[src/rtl/serial_adder_if.sv]
// Operand/result handshake bundle for the digit-serial adder.
// The slave side is the adder; the master side supplies operands and consumes results.
interface serial_adder_if #(
  parameter int W = 8
);
  logic         in_valid;
  logic         in_ready;
  logic [W-1:0] a;
  logic [W-1:0] b;
  logic         cin;
  logic         out_valid;
  logic         out_ready;
  logic [W-1:0] sum;
  logic         cout;

  modport slave (
    input  in_valid, a, b, cin, out_ready,
    output in_ready, out_valid, sum, cout
  );

  modport master (
    output in_valid, a, b, cin, out_ready,
    input  in_ready, out_valid, sum, cout
  );
endinterface

[src/rtl/serial_adder.sv]
// Digit-serial W-bit adder: one 2-bit ripple slice, LSB digit first.
// The sum digits shift in from the top so the finished sum is aligned after W/2 steps.
module serial_adder #(
  parameter int W = 8
) (
  input  logic          clk,
  input  logic          rst_n,
  serial_adder_if.slave io
);

  localparam int ND = W / 2;
  localparam int CW = (ND > 1) ? $clog2(ND) : 1;
  localparam logic [CW-1:0] CNT_LAST = CW'(ND - 1);

  typedef enum logic [1:0] {
    IDLE = 2'd0,
    RUN  = 2'd1,
    DONE = 2'd2
  } state_t;

  generate
    if ((W < 2) || ((W % 2) != 0)) begin : g_bad_width
      $error("serial_adder: W must be even and >= 2");
    end
  endgenerate

  // Returns {cout, s1, s0} of a 2-bit ripple add.
  function automatic logic [2:0] slice_add2(input logic [1:0] x, input logic [1:0] y,
                                            input logic ci);
    slice_add2 = {1'b0, x} + {1'b0, y} + {2'b00, ci};
  endfunction

  state_t          state_r;
  state_t          state_nxt_s;
  logic [W-1:0]    a_sh_r;
  logic [W-1:0]    b_sh_r;
  logic [W-1:0]    s_sh_r;
  logic            carry_r;
  logic [CW-1:0]   cnt_r;
  logic [2:0]      slice_s;
  logic [W+1:0]    s_cat_s;

  assign slice_s = slice_add2(a_sh_r[1:0], b_sh_r[1:0], carry_r);
  assign s_cat_s = {slice_s[1:0], s_sh_r};

  // State register.
  always_ff @(posedge clk) begin
    if (!rst_n) begin
      state_r <= IDLE;
    end else begin
      state_r <= state_nxt_s;
    end
  end

  // Next-state decode.
  always_comb begin
    state_nxt_s = state_r;
    case (state_r)
      IDLE: begin
        if (io.in_valid) begin
          state_nxt_s = RUN;
        end else begin
          state_nxt_s = IDLE;
        end
      end
      RUN: begin
        if (cnt_r == CNT_LAST) begin
          state_nxt_s = DONE;
        end else begin
          state_nxt_s = RUN;
        end
      end
      DONE: begin
        if (io.out_ready) begin
          state_nxt_s = IDLE;
        end else begin
          state_nxt_s = DONE;
        end
      end
      default: state_nxt_s = IDLE;
    endcase
  end

  // Operand shifters, sum accumulator, carry and digit counter.
  always_ff @(posedge clk) begin
    if (!rst_n) begin
      a_sh_r  <= '0;
      b_sh_r  <= '0;
      s_sh_r  <= '0;
      carry_r <= 1'b0;
      cnt_r   <= '0;
    end else begin
      case (state_r)
        IDLE: begin
          if (io.in_valid) begin
            a_sh_r  <= io.a;
            b_sh_r  <= io.b;
            carry_r <= io.cin;
            cnt_r   <= '0;
          end
        end
        RUN: begin
          a_sh_r  <= a_sh_r >> 2;
          b_sh_r  <= b_sh_r >> 2;
          s_sh_r  <= s_cat_s[W+1:2];
          carry_r <= slice_s[2];
          cnt_r   <= cnt_r + CW'(1);
        end
        default: begin
          a_sh_r <= a_sh_r;
        end
      endcase
    end
  end

  // Handshake outputs are plain state decodes; results come straight from registers.
  always_comb begin
    io.in_ready  = 1'b0;
    io.out_valid = 1'b0;
    case (state_r)
      IDLE:    io.in_ready  = 1'b1;
      DONE:    io.out_valid = 1'b1;
      default: io.in_ready  = 1'b0;
    endcase
    io.sum  = s_sh_r;
    io.cout = carry_r;
  end

endmodule

[src/flat_wrapper.sv]
// flat-port wrapper written by rule: the top's interface ports become plain ports
module serial_adder_flat 
#(
  parameter int W = 8
)
  (clk, rst_n, io_in_valid, io_a, io_b, io_cin, io_out_ready, io_in_ready, io_out_valid, io_sum, io_cout);
  serial_adder_if #(.W(W)) io_i ();
  input  logic clk;
  input  logic rst_n;
  input wire logic [$bits(io_i.in_valid)-1:0] io_in_valid;
  input wire logic [$bits(io_i.a)-1:0] io_a;
  input wire logic [$bits(io_i.b)-1:0] io_b;
  input wire logic [$bits(io_i.cin)-1:0] io_cin;
  input wire logic [$bits(io_i.out_ready)-1:0] io_out_ready;
  output wire logic [$bits(io_i.in_ready)-1:0] io_in_ready;
  output wire logic [$bits(io_i.out_valid)-1:0] io_out_valid;
  output wire logic [$bits(io_i.sum)-1:0] io_sum;
  output wire logic [$bits(io_i.cout)-1:0] io_cout;
  assign io_i.in_valid = io_in_valid;
  assign io_i.a = io_a;
  assign io_i.b = io_b;
  assign io_i.cin = io_cin;
  assign io_i.out_ready = io_out_ready;
  assign io_in_ready = io_i.in_ready;
  assign io_out_valid = io_i.out_valid;
  assign io_sum = io_i.sum;
  assign io_cout = io_i.cout;
  serial_adder #(.W(W)) u_core (.clk(clk), .rst_n(rst_n), .io(io_i));
endmodule
[config.mk]
export PLATFORM = sky130hd
export DESIGN_NAME = serial_adder_flat
export DESIGN_NICKNAME = d
export VERILOG_FILES = /design/src/rtl/serial_adder_if.sv /design/src/rtl/serial_adder.sv /design/src/flat_wrapper.sv
export SDC_FILE = /design/constraint.sdc
export NUM_CORES = 1
export LEC_CHECK = 0
export ABC_AREA = 1
export CORE_UTILIZATION = 35
export CTS_BUF_LIST = sky130_fd_sc_hd__clkbuf_4
export CTS_CLUSTER_DIAMETER = 50
export DETAILED_ROUTE_END_ITERATION = 8
export PLACE_DENSITY = 0.67
export SLEW_MARGIN = 30
export SYNTH_ARGS = -nofsm -noshare
export SYNTH_HDL_FRONTEND = slang
export SYNTH_SLANG_ARGS = --single-unit
[constraint.sdc]
create_clock -name clk -period 1.7 [get_ports clk]
set_input_delay 0.34 -clock clk [delete_from_list [all_inputs] [get_ports clk]]
set_output_delay 0.34 -clock clk [all_outputs]
set_load 0.01 [all_outputs]
Yosys cells after proc, flatten, opt, wreduce, memory -nomap -nowiden --
Index checks and enable logic that the tools add are counted.
Storage, ports and cells: input bits 21, logic and storage cells 30, register bits after elaboration 29
Cells by class: $add $sub $neg 3, mux-type cells 14, reductions and logical operators 3, equality and inequality tests 4
Operator list (number):
- case mux 8 bit (2 select lines) | 2
- two-way mux 8 bit | 2
- two-way mux 2 bit | 3
- case mux 2 bit (3 select lines) | 1
- equality test 2 bit, second input constant | 2
- two-way mux 1 bit | 4
- case mux 2 bit (2 select lines) | 1
- adder 2 x 2 -> 3 bit | 1
- adder 3 x 1 -> 3 bit | 1
- adder 2 x 1 -> 2 bit, second input constant | 1
- equality test 2 x 1 -> 1 bit, second input constant | 1
- logical NOT 2 bit | 1
- != test 2 bit, second input constant | 1
- case mux 1 bit (2 select lines) | 1
- AND reduction 2 bit | 1
- nonzero test 2 bit | 1

Logic depth before layout (Yosys ltp) --
Gate-level depths: netlist of run 1.
depth after elaboration 3, depth in mapped cells 8, depth with buffers taken out 8

Worst setup path before layout of run 1 --
OpenSTA, ideal clock, no wires.
kind register -> register, from reg u_core.carry_r, in the netlist u_core.io.cout, to reg u_core.s_sh_r[7], in the netlist u_core.io.sum[7], stages on the path, launching flop included 7, path buffers 0, arrival time 1466 ps, path slack 121 ps, library setup time 113 ps, required time 1587 ps, cell sequence dfxtp_1 > inv_1 > fa_1 > fa_1 > nand2_1 > nand2_1 > nor2_1
Between the ends: longest elaborated chain between the ends 1
Ends and longest elaborated chain:
- start: declaration | RTL line serial_adder.sv:38 | logic carry_r;
- start signal: assignment | RTL line serial_adder.sv:98 | carry_r <= io.cin;
- start signal: assignment | RTL line serial_adder.sv:106 | carry_r <= slice_s[2];
- adder 3 x 1 -> 3 bit | RTL line serial_adder.sv:30 | slice_add2 = {1'b0, x} + {1'b0, y} + {2'b00, ci};
- end signal: assignment | RTL line serial_adder.sv:105 | s_sh_r <= s_cat_s[W+1:2];
- end: declaration | RTL line serial_adder.sv:37 | logic [W-1:0] s_sh_r;
No other way between the ends. A chain may end at the register's enable or synchronous reset.

Worst setup path in the final report of run 1 --
from reg u_core.s_sh_r[4], in the netlist u_core.io.sum[4], to out io_sum[4]
RTL lines:
- end: declaration | RTL line flat_wrapper.sv:17 | output wire logic [$bits(io_i.sum)-1:0] io_sum;
No word-level cell between the ends.

==> results of run 1 <==
==> final cells by class <==
class                      instances  share of cell area, %
multi-input combinational        148                   36.9
sequential                        29                   31.9
timing repair buffer              37                   20.7
inverter                          20                   4.12
tap                               48                   3.29
clock buffer                       6                   2.47
clock inverter                     2                  0.549
==> sequential cells by signal, summed over array words and instances (netlist names) <==
signal	flops
u_core.state_r	2
u_core.a_sh_r	8
u_core.cnt_r	2
u_core.b_sh_r	8
u_core.io.sum	8
u_core.io.cout	1
==> power by group <==
part,internal (mW),switching [mW],leakage (nW),total [mW]
logic,0.167,0.172,0.558,0.339
clock network,0.173,0.245,0.0354,0.418
registers,0.736,0.0280,0.240,0.764
total,1.08,0.445,0.834,1.52
==> logic make-up after synthesis <==
family	synth area share, %
and+or+nand+nor	37.5
buffers and inverters	11.6
DFF	41.1
AOI/OAI and AO/OA	6.11
adders and majority gates	3.72
==> cells in the final DEF, fill, tap and decap left out <==
cell	count
a21oi_1	7
buf_12	2
buf_4	4
clkbuf_4	6
clkdlybuf4s50_1	29
clkinv_2	2
dfxtp_1	28
dfxtp_2	1
dlygate4sd2_1	2
fa_1	2
ha_1	1
inv_1	18
inv_2	2
nand2_1	62
nand2_2	4
nand2_4	1
nand3_1	17
nor2_1	45
nor2_4	1
o21ai_0	7
o21ai_4	1
==> worst reg2reg max path, stage by stage, from the launching register on <==
cell and delay, ns:
dfxtp_1 0.33, inv_1 0.07, fa_1 0.43, fa_1 0.49
nand2_1 0.05, nand2_1 0.06, nor2_1 0.03
==> metrics by stage <==
stage / hold slack, ns / setup slack, ns / power [mW]
floorplan: 0.440 / 0.121 / 1.00
global placement: 0.452 / 0.172 / 1.12
detailed placement: 0.456 / 0.151 / 1.12
CTS: 0.469 / 0.0998 / 1.54
global route: 0.489 / 0.0133 / 1.62
finish: 0.465 / 0.121 / 1.52
==> path summary, 6_finish.rpt <==
path	start	end	slack, ns	depth (start not counted)
max	u_core.io.sum[4]	io_sum[4]	0.12	1
min	u_core.a_sh_r[6]	u_core.a_sh_r[6]	0.46	2
max reg2reg	u_core.io.cout	u_core.io.sum[7]	0.15	6
min reg2reg	u_core.a_sh_r[6]	u_core.a_sh_r[6]	0.46	2
==> what timing repair did <==
action	4_1_cts	5_1_grt
endpoints found under the hold margin	0	0
gates resized for setup	4	0
hold buffers	0	0
setup endpoints to repair	2	0
==> per-layer routing <==
layer | GRT usage (%) | vias up | part of all wire, %
met5 | 0 | - | 0
met4 | 9.24 | 0 | 2.2
met3 | 5.03 | 7 | 5.5
met2 | 22.9 | 30 | 42
met1 | 18.3 | 544 | 50
li1 | - | 698 | -
==> impl_results.md, run 1 <==
- Status: complete, no violations
- Post-route cell area: 1820 µm²
- Syn_nets: around 230
- Largest cells by area after synthesis: dfxtp_1 (41%), nand2_1 (16%), nor2_1 (12%)
- CP Data Required Time: roughly 1.4 ns
- RSZ-0062 raised after global routing: false
- Clk_lat worst skew: 0.34 ns
- CTS Buf Count: 5
- NumNets Final: 265
- Largest area contributor in the synthesized netlist: dfxtp_1
- ANT cells: 0
- Number of synthesized flops with an enable pin: 0
- Worst Clk Skew: around 0.009 ns
- Initial core utilization: roughly 37%
- Slew @ Worst Pin: approximately 0.24 ns
- Post-DP HPWL: 1.88 mm
- Overall Global Routing Usage: 15.1%
- PwrDens: 834 nW/µm²
- Pin count of the biggest net entering global routing: 24
- Top_reg_cell synth: dfxtp_1
- Tcrit/Tclk final: between 90% and 100%
- Peak supply drop: ~360 µV
- Area delta synth->final: 29.1%
- Post-CTS setup buffers: 0
- Chip height: 65.5 µm
- Fillers: a little under 400
- Drt first-iter violations: 30
- Setup TNS: 0 ns
- Initial antenna violation count: 0
- FP Rows: 22
- Core Area: around 3800 µm²
- Final Util: 48.3%
- Total wire length: 2.71 mm
- Final setup violating endpoints: 0
- Total grt overflow: 0
- First-pass GRT wire length: a little under 5 mm
- CP Class: register to output pin
- CP peak stage delay: about 0.54 ns
- Synth Instances: around 210
- Synth Warn #: 0
- Most frequent cell after synthesis: nand2_1
- Hold WC Path Type: register to register
- Worst path top cell family by delay: buffers and inverters
- Routed via count: 1279
- CTS max path bufs: 2
- Crit-path slowest cell: clkdlybuf4s50_1
- Clk sinks: 29
- Dpl cells: roughly 280
- Num ports: 32
- Netlist Area Pre-Place: around 1400 µm²
- CP Capture Type: output pin
- Drt first pass iters: 4
- Placed cell areas: 1760 µm²
- DRC viols: 0
- Multi-input logic area: ~670 µm²
- Vias in the first global route: approximately 1100
- H-tree levels: 2
- Async SR Flop Fraction: 0%
- Post-synth top area share: between 40% and 50%
- Maximum clock rate: around 0.63 GHz
- Largest fanout on the critical path: 3
- Crit-path cells: clkdlybuf4s50_1
- Post-Layout Cell Count: 290
- IO buf count: 31
- Register area: just under 600 µm²
- Buf+Inv Stages, Crit Path: 1
- Synth unique cells: 19
- Slew Limit Fails: 0
- Die ar.: ~4300 µm²
- Worst-path clk slew: 0.09 ns
- DR vias/cell: between 4 and 5
- Critical path launch point type: register
- CTS root buf: clkbuf_4
- Fin. Hold Viols: 0
- Layout cells sized above 1: about a tenth
- Slew headroom: between 80% and 90%
- Mean area per synthesized cell: between 6 and 7 µm²
- Die Wd: between 60 and 70 µm
- Routability Congestion: 0.701
- Pleak: roughly 0.83 nW
- Wire length per cell: about 9.3 µm
- Sequential-to-total area share from yosys stat: roughly two fifths
- CTS tree: done
- Post-synth top cells: nand2_1 (62), nor2_1 (45), dfxtp_1 (29), inv_1 (18), nand3_1 (17)
- Minimum clock period: 1.58 ns
- Detail Route Antenna Nets: 0
- Max-capacitance violation count: 0
- Post-synthesis register bit count: 29
- CP Data Arrival Time: 1.24 ns
Note: power is estimated with default switching activity, not from simulation.
==> run 2: changes to the inputs <==
--- a/config.mk
+++ b/config.mk
@@ -5,12 +5,13 @@
 export SDC_FILE = /design/constraint.sdc
 export NUM_CORES = 1
 export LEC_CHECK = 0
-export ABC_AREA = 1
+export ABC_AREA = 0
+export ABC_CLOCK_PERIOD_IN_PS = 1700
 export CORE_UTILIZATION = 35
 export CTS_BUF_LIST = sky130_fd_sc_hd__clkbuf_4
 export CTS_CLUSTER_DIAMETER = 50
 export DETAILED_ROUTE_END_ITERATION = 8
-export PLACE_DENSITY = 0.67
+export PLACE_DENSITY = 0.68
 export SLEW_MARGIN = 30
 export SYNTH_ARGS = -nofsm -noshare
 export SYNTH_HDL_FRONTEND = slang
==> run 2 against run 1 <==
Sequential share of layout area rose by 2.4 points. Area after synthesis fell by 8.9%. Clock skew is 0.00089 ns lower. Combinational power decreased by 35%. Critical path depth rose by 4. Largest cell class unchanged. Die area decreased by 8.6%. Wire length is 2.3% higher.
==> impl_results.md, run 2 <==
- CTS Buf Count: 5 (unchanged)
- Post-DP HPWL: 1.96 mm (was 1.88 mm)
- Total wire length: 2.77 mm (was 2.71 mm)
- Routability Congestion: 0.759 (was 0.701)
- Largest area contributor in the synthesized netlist: dfxtp_1 (unchanged)
- WL met3: 100 µm (was 149 µm)
- Most used cell, CP: fa_1
- Total grt overflow: 0 (unchanged)
- Status: complete, no violations (unchanged)
- Clk_lat worst skew: 0.32 ns (was 0.34 ns)
- Tcrit/Tclk final: 94.1% (was 92.9%)
- Fin. Hold Viols: 0 (unchanged)
- Top sig layer: met4 (unchanged)
- Area delta synth->final: 31.9% (was 29.1%)
- Slew headroom: 78.2% (was 84.1%)
- Initial antenna violation count: 0 (unchanged)
- Detail Route Antenna Nets: 0 (unchanged)
- Most common cell after layout, fill and taps aside: clkdlybuf4s50_1 (was nand2_1)
- ANT cells: 0 (unchanged)
- Buf+Inv Stages, Crit Path: 1 (unchanged)
- Layout cells sized above 1: 9.77% (was 9.92%)
- WP depth: 5 (was 1)
- CP peak stage delay: 0.50 ns (was 0.54 ns)
- Mean area per synthesized cell: 9.13 µm² (was 6.79 µm²)
- DRC viols: 0 (unchanged)
- Worst-path clk slew: 0.08 ns (was 0.09 ns)
- Post-route cell area: 1700 µm² (was 1820 µm²)
- Post-synth top area share: 45.1% (was 41.1%)
- Synth Instances: 141 (was 208)
- Post-synthesis register bit count: 29 (unchanged)
- Overall Global Routing Usage: 15.4% (was 15.1%)
- Hold Buf Count CTS: 0 (unchanged)
- Multi-input logic area: 627 µm² (was 673 µm²)
- IO buf count: 31 (unchanged)
- CP Class: register to register (was register to output pin)
- Largest cells by area after synthesis: dfxtp_1 (45%), mux2i_1 (11%), o211ai_1 (7.6%) (was dfxtp_1 (41%), nand2_1 (16%), nor2_1 (12%))
- Pleak: 0.639 nW (was 0.834 nW)
- Slew Limit Fails: 0 (unchanged)
- Synth unique cells: 27 (was 19)
- Max-capacitance violation count: 0 (unchanged)
- Drt first pass iters: 4 (unchanged)
- M1 WL: 1.31 mm (was 1.36 mm)
- FP Rows: 21 (was 22)
- Core Area: 3440 µm² (was 3770 µm²)
- Clk sinks: 29 (unchanged)
- Worst hold path stage count: 2 (unchanged)
- Routed via count: 1086 (was 1279)
- CP Capture Type: register (was output pin)
- First-pass GRT wire length: 4.73 mm (was 4.86 mm)
- Synth Warn #: 0 (unchanged)
- Crit-path slowest cell: fa_1 (was clkdlybuf4s50_1)
- Peak supply drop: 263 µV (was 359 µV)
- CTS max path bufs: 2 (unchanged)
- Syn_nets: 165 (was 232)
- Maximum clock rate: 0.625 GHz (was 0.633 GHz)
- Wire length per cell: 12.6 µm (was 9.34 µm)
- Minimum clock period: 1.60 ns (was 1.58 ns)
- Slew @ Worst Pin: 0.326 ns (was 0.238 ns)
- Final setup violating endpoints: 0 (unchanged)
- Critical path launch point type: register (unchanged)
- Crit-path cells: inv_1 > fa_1 > fa_1 > nand2_1 > o211a_1 (was clkdlybuf4s50_1)
- Sequential-to-total area share from yosys stat: 45.1% (was 41.1%)
- CP Data Required Time: 1.92 ns (was 1.36 ns)
- Vias in the first global route: 1053 (was 1136)
- Commonest non-fill, non-tap cells in the layout: clkdlybuf4s50_1 (29), dfxtp_1 (28), nand2_1 (23) (was nand2_1 (62), nor2_1 (45), clkdlybuf4s50_1 (29))
- Async SR Flop Fraction: 0% (unchanged)
- Netlist Area Pre-Place: 1290 µm² (was 1410 µm²)
- Die Wd: 62.7 µm (was 65.5 µm)
- Most frequent cell after synthesis: dfxtp_1 (was nand2_1)
- Worst path top cell family by delay: adder cells (was buffers and inverters)
- Post-synth top cells: dfxtp_1 (29), nand2_1 (23), mux2i_1 (14), o211ai_1 (13), o21ai_1 (10) (was nand2_1 (62), nor2_1 (45), dfxtp_1 (29), inv_1 (18), nand3_1 (17))
- Num ports: 32 (unchanged)
- CTS root buf: clkbuf_4 (unchanged)
- H-tree levels: 2 (unchanged)
- CP Data Arrival Time: 1.82 ns (was 1.24 ns)
- Post-CTS setup buffers: 0 (unchanged)
- Worst Clk Skew: 0.00828 ns (was 0.00917 ns)
- Pin count of the biggest net entering global routing: 35 (was 24)
- Die ar.: 3930 µm² (was 4290 µm²)
- RSZ-0062 raised after global routing: false (unchanged)
- NumNets Final: 198 (was 265)
- Placed cell areas: 1650 µm² (was 1760 µm²)
- Initial core utilization: 37.4% (was 37.5%)
- Drt first-iter violations: 48 (was 30)
- Number of synthesized flops with an enable pin: 0 (unchanged)
- Top_reg_cell synth: dfxtp_1 (unchanged)
- DR WL met2: 1.34 mm (was 1.15 mm)
- Hold WC Path Type: register to register (unchanged)
- Reg2reg path depth: 5 (was 6)
- Register area: 582 µm² (unchanged)
- PwrDens: 790 nW/µm² (was 834 nW/µm²)
- Fillers: 350 (was 392)
- Chip height: 62.7 µm (was 65.5 µm)
- Setup TNS: 0 ns (unchanged)
- Largest fanout on the critical path: 3 (unchanged)
- DR vias/cell: 4.94 (was 4.41)
- CTS tree: done (unchanged)
run 2: changes by cell type after synthesis, sizes merged, moves of 8 or more:
cell    previous run  this run
inv               20         8
mux2i              0        14
nand2             67        23
nand3             17         1
nor2              46         3
o211ai             0        13
o21ai              8        16
run 2: final timing paths:
kind                           end             start  slack [ns]
setup / recovery  u_core.io.sum[7]    u_core.io.cout        0.10
hold / removal    u_core.b_sh_r[6]  u_core.b_sh_r[6]        0.47
setup reg to reg  u_core.io.sum[7]    u_core.io.cout        0.10
hold reg to reg   u_core.b_sh_r[6]  u_core.b_sh_r[6]        0.47
run 2: logic make-up (layout without fill, tap and decap cells):
kind of cell	after synthesis	in the layout	share of synthesized area, %
muxes	14	14	10.9
AOI/OAI and AO/OA	42	42	21.3
buffers and inverters	19	52	6.61
DFF	29	29	45.1
and+or+nand+nor	34	34	12.1
adders and majority gates	3	3	4.08
run 2: power breakdown:
group / switching [mW] / internal (mW) / total, mW
Sequential: 0.0242 / 0.719 / 0.743
Combinational: 0.102 / 0.118 / 0.220
Clock: 0.212 / 0.166 / 0.377
run 2: worst reg2reg max path: cells and delay by family (launching register included):
family,cells,cell delay (ns)
compound gates,1,0.11
fa+ha+maj,2,0.94
buf+inv,1,0.06
flops,1,0.35
simple gates,1,0.05
run 2: per-stage QoR:
stage | hold slack (ns) | power (mW) | std cells | util (%) | setup WS, ns
finish | 0.472 | 1.34 | 220 | 49.3 | 0.101
global placement | 0.450 | 0.973 | 213 | 47.8 | 0.100
floorplan | 0.429 | 0.879 | 141 | - | 0.0857
detailed placement | 0.455 | 0.980 | 213 | 47.8 | 0.0550
CTS | 0.474 | 1.36 | 220 | 49.3 | 0.0690
global route | 0.507 | 1.43 | 220 | 49.3 | 0.00904
run 2: layout make-up:
class | instances | area share (%)
Multi-Input combinational cell | 93 | 36.9
Sequential cell | 29 | 34.3
Timing Repair Buffer | 37 | 20.8
Tap cell | 46 | 3.39
Clock buffer | 6 | 2.65
Inverter | 8 | 1.77
Clock inverter | 1 | 0.221
run 2: metal layers:
metal,vias to the layer above,track usage (%)
met5,-,0
met4,0,6.10
met3,3,5.47
met2,21,25.0
met1,509,18.5
li1,553,-
run 2: what timing repair did:
| action | CTS | global route |
|---|---|---|
| setup endpoints to repair | 2 | 1 |
| gates resized for setup | 4 | 1 |
| hold endpoints to repair | 0 | 0 |
==> run 3: changes to the inputs <==
--- a/config.mk
+++ b/config.mk
@@ -8,10 +8,9 @@
 export ABC_AREA = 0
 export ABC_CLOCK_PERIOD_IN_PS = 1700
 export CORE_UTILIZATION = 35
-export CTS_BUF_LIST = sky130_fd_sc_hd__clkbuf_4
 export CTS_CLUSTER_DIAMETER = 50
 export DETAILED_ROUTE_END_ITERATION = 8
-export PLACE_DENSITY = 0.68
+export PLACE_DENSITY_LB_ADDON = 0.08
 export SLEW_MARGIN = 30
 export SYNTH_ARGS = -nofsm -noshare
 export SYNTH_HDL_FRONTEND = slang
==> run 3 against run 2 <==
Cell area rose by 2.7%. Power rose by 12%. Sequential power barely moved. Final cell count rose by 1.4%. Sequential cell count did not move. Maximum frequency rose by 0.74%. Clock skew fell by 0.0049 ns. Worst hold slack got worse by 0.010 ns. Clock power rose by 42%. Critical path type unchanged. Highest routed layer unchanged.
==> impl_results.md, run 3 (synthesized netlist as in run 2, its figures left out) <==
- ANT cells: 0 (unchanged)
- Clk sinks: 29 (unchanged)
- Num ports: 32 (unchanged)
- Worst Clk Skew: 0.00334 ns (was 0.00828 ns)
- Detail Route Antenna Nets: 0 (unchanged)
- CTS max path bufs: 2 (unchanged)
- CTS Buf Count: 5 (unchanged)
- Initial antenna violation count: 0 (unchanged)
- CTS root buf: clkbuf_8 (was clkbuf_4)
- Most used cell, CP: fa_1 (unchanged)
- Drt first-iter violations: 23 (was 48)
- Tcrit/Tclk final: 93.4% (was 94.1%)
- Max-capacitance violation count: 0 (unchanged)
- IO buf count: 31 (unchanged)
- Initial core utilization: 37.4% (unchanged)
- Hold WC Path Type: register to register (unchanged)
- DRC viols: 0 (unchanged)
- Hold Buf Count CTS: 0 (unchanged)
- Post-DP HPWL: 1.95 mm (was 1.96 mm)
- Clk_lat worst skew: 0.28 ns (was 0.32 ns)
- CP Data Arrival Time: 1.76 ns (was 1.82 ns)
- Layout cells sized above 1: 9.04% (was 9.77%)
- Slew @ Worst Pin: 0.404 ns (was 0.326 ns)
- Buf+Inv Stages, Crit Path: 1 (unchanged)
- Critical path launch point type: register (unchanged)
- CP peak stage delay: 0.48 ns (was 0.50 ns)
- Fin. Hold Viols: 0 (unchanged)
- Drt first pass iters: 4 (unchanged)
- Total wire length: 2.85 mm (was 2.77 mm)
- Worst path top cell family by delay: adder cells (unchanged)
- Status: complete, no violations (unchanged)
- Largest fanout on the critical path: 3 (unchanged)
- Peak supply drop: 413 µV (was 263 µV)
- Minimum clock period: 1.59 ns (was 1.60 ns)
- Slew Limit Fails: 0 (unchanged)
- Routed via count: 1091 (was 1086)
- Fillers: 341 (was 350)
- NumNets Final: 200 (was 198)
- H-tree levels: 2 (unchanged)
- Slew headroom: 73.0% (was 78.2%)
- Die ar.: 3930 µm² (unchanged)
- Pin count of the biggest net entering global routing: 35 (unchanged)
- Maximum clock rate: 0.630 GHz (was 0.625 GHz)
- Chip height: 62.7 µm (unchanged)
- CTS tree: done (unchanged)
- Wire length per cell: 12.8 µm (was 12.6 µm)
- Post-CTS setup buffers: 0 (unchanged)
- Total grt overflow: 0 (unchanged)
- Final setup violating endpoints: 0 (unchanged)
- Setup TNS: 0 ns (unchanged)
- Core Area: 3440 µm² (unchanged)
- RSZ-0062 raised after global routing: false (unchanged)
- First-pass GRT wire length: 4.96 mm (was 4.73 mm)
- CP Capture Type: register (unchanged)
- Crit-path cells: inv_1 > fa_1 > fa_1 > nand2_1 > o211a_1 (unchanged)
- CP Class: register to register (unchanged)
- PwrDens: 861 nW/µm² (was 790 nW/µm²)
- FP Rows: 21 (unchanged)
- Pleak: 0.665 nW (was 0.639 nW)
- Commonest non-fill, non-tap cells in the layout: clkdlybuf4s50_1 (29), dfxtp_1 (29), nand2_1 (23) (was clkdlybuf4s50_1 (29), dfxtp_1 (28), nand2_1 (23))
- Post-route cell area: 1740 µm² (was 1700 µm²)
- Hold WS: 0.462 ns (was 0.472 ns)
- DR vias/cell: 4.89 (was 4.94)
- Crit-path slowest cell: fa_1 (unchanged)
- CP Data Required Time: 1.87 ns (was 1.92 ns)
- Vias in the first global route: 1137 (was 1053)
- Placed cell areas: 1660 µm² (was 1650 µm²)
- Overall Global Routing Usage: 16.4% (was 15.4%)
- Area delta synth->final: 35.5% (was 31.9%)
- Worst-path clk slew: 0.06 ns (was 0.08 ns)
- Die Wd: 62.7 µm (unchanged)
- Routability Congestion: 0.740 (was 0.759)
-- run 3: cell types whose count changed in the layout (fill, tap and decap cells not counted) --
cell,delta
clkbuf_1,+3
nor2b_1,+1
dlymetal6s2s_1,+1
nor2b_2,-1
dfxtp_2,-1
dfxtp_1,+1
clkinv_1,-1
buf_4,+2
clkbuf_8,+5
dlygate4sd2_1,-1
clkbuf_4,-6
-- run 3: layout make-up --
class | count | area [µm²] | share of cell area, %
sequential | 29 | 581 | 33.3
inverter | 8 | 30.0 | 1.72
multi-input combinational | 93 | 624 | 35.8
clock buffer | 8 | 80.1 | 4.59
timing repair buffer | 39 | 372 | 21.3
tap | 46 | 57.6 | 3.30
-- run 3: routing by layer --
metal | vias to the layer above | share of wire [%] | GRT usage, %
met5 | - | 0 | 0
met4 | 0 | 1.7 | 6.98
met3 | 5 | 4.9 | 5.84
met2 | 29 | 48 | 28.5
met1 | 497 | 45 | 17.9
li1 | 560 | - | -
-- run 3: metrics by stage --
step / setup WS (ns) / cells / power (mW) / utilization [%]
after floorplan: 0.0857 / 141 / 0.879 / -
after global placement: 0.118 / 215 / 0.976 / 48.2
after detailed placement: 0.0507 / 215 / 0.981 / 48.2
after CTS: 0.00703 / 223 / 1.52 / 50.6
after global routing: 0.0492 / 223 / 1.58 / 50.7
final: 0.113 / 223 / 1.50 / 50.7
-- run 3: what timing repair did --
| action | CTS | global route |
|---|---|---|
| pin swaps | 0 | 0 |
| resized for setup | 2 | 1 |
| cloned | 0 | 0 |
| endpoints found under the setup margin | 2 | 1 |
-- run 3: path summary, 6_finish.rpt --
kind | start | slack [ns] | cells after the start | end
min reg2reg | u_core.cnt_r[0] | 0.46 | 1 | u_core.cnt_r[0]
max | u_core.io.cout | 0.11 | 5 | u_core.io.sum[7]
min | u_core.cnt_r[0] | 0.46 | 1 | u_core.cnt_r[0]
max reg2reg | u_core.io.cout | 0.11 | 5 | u_core.io.sum[7]
-- run 3: power by group --
group | internal [mW] | total (mW) | switching (mW)
Combinational | 0.120 | 0.222 | 0.102
Clock | 0.290 | 0.536 | 0.247
Sequential | 0.720 | 0.743 | 0.0232
Total | 1.13 | 1.50 | 0.372
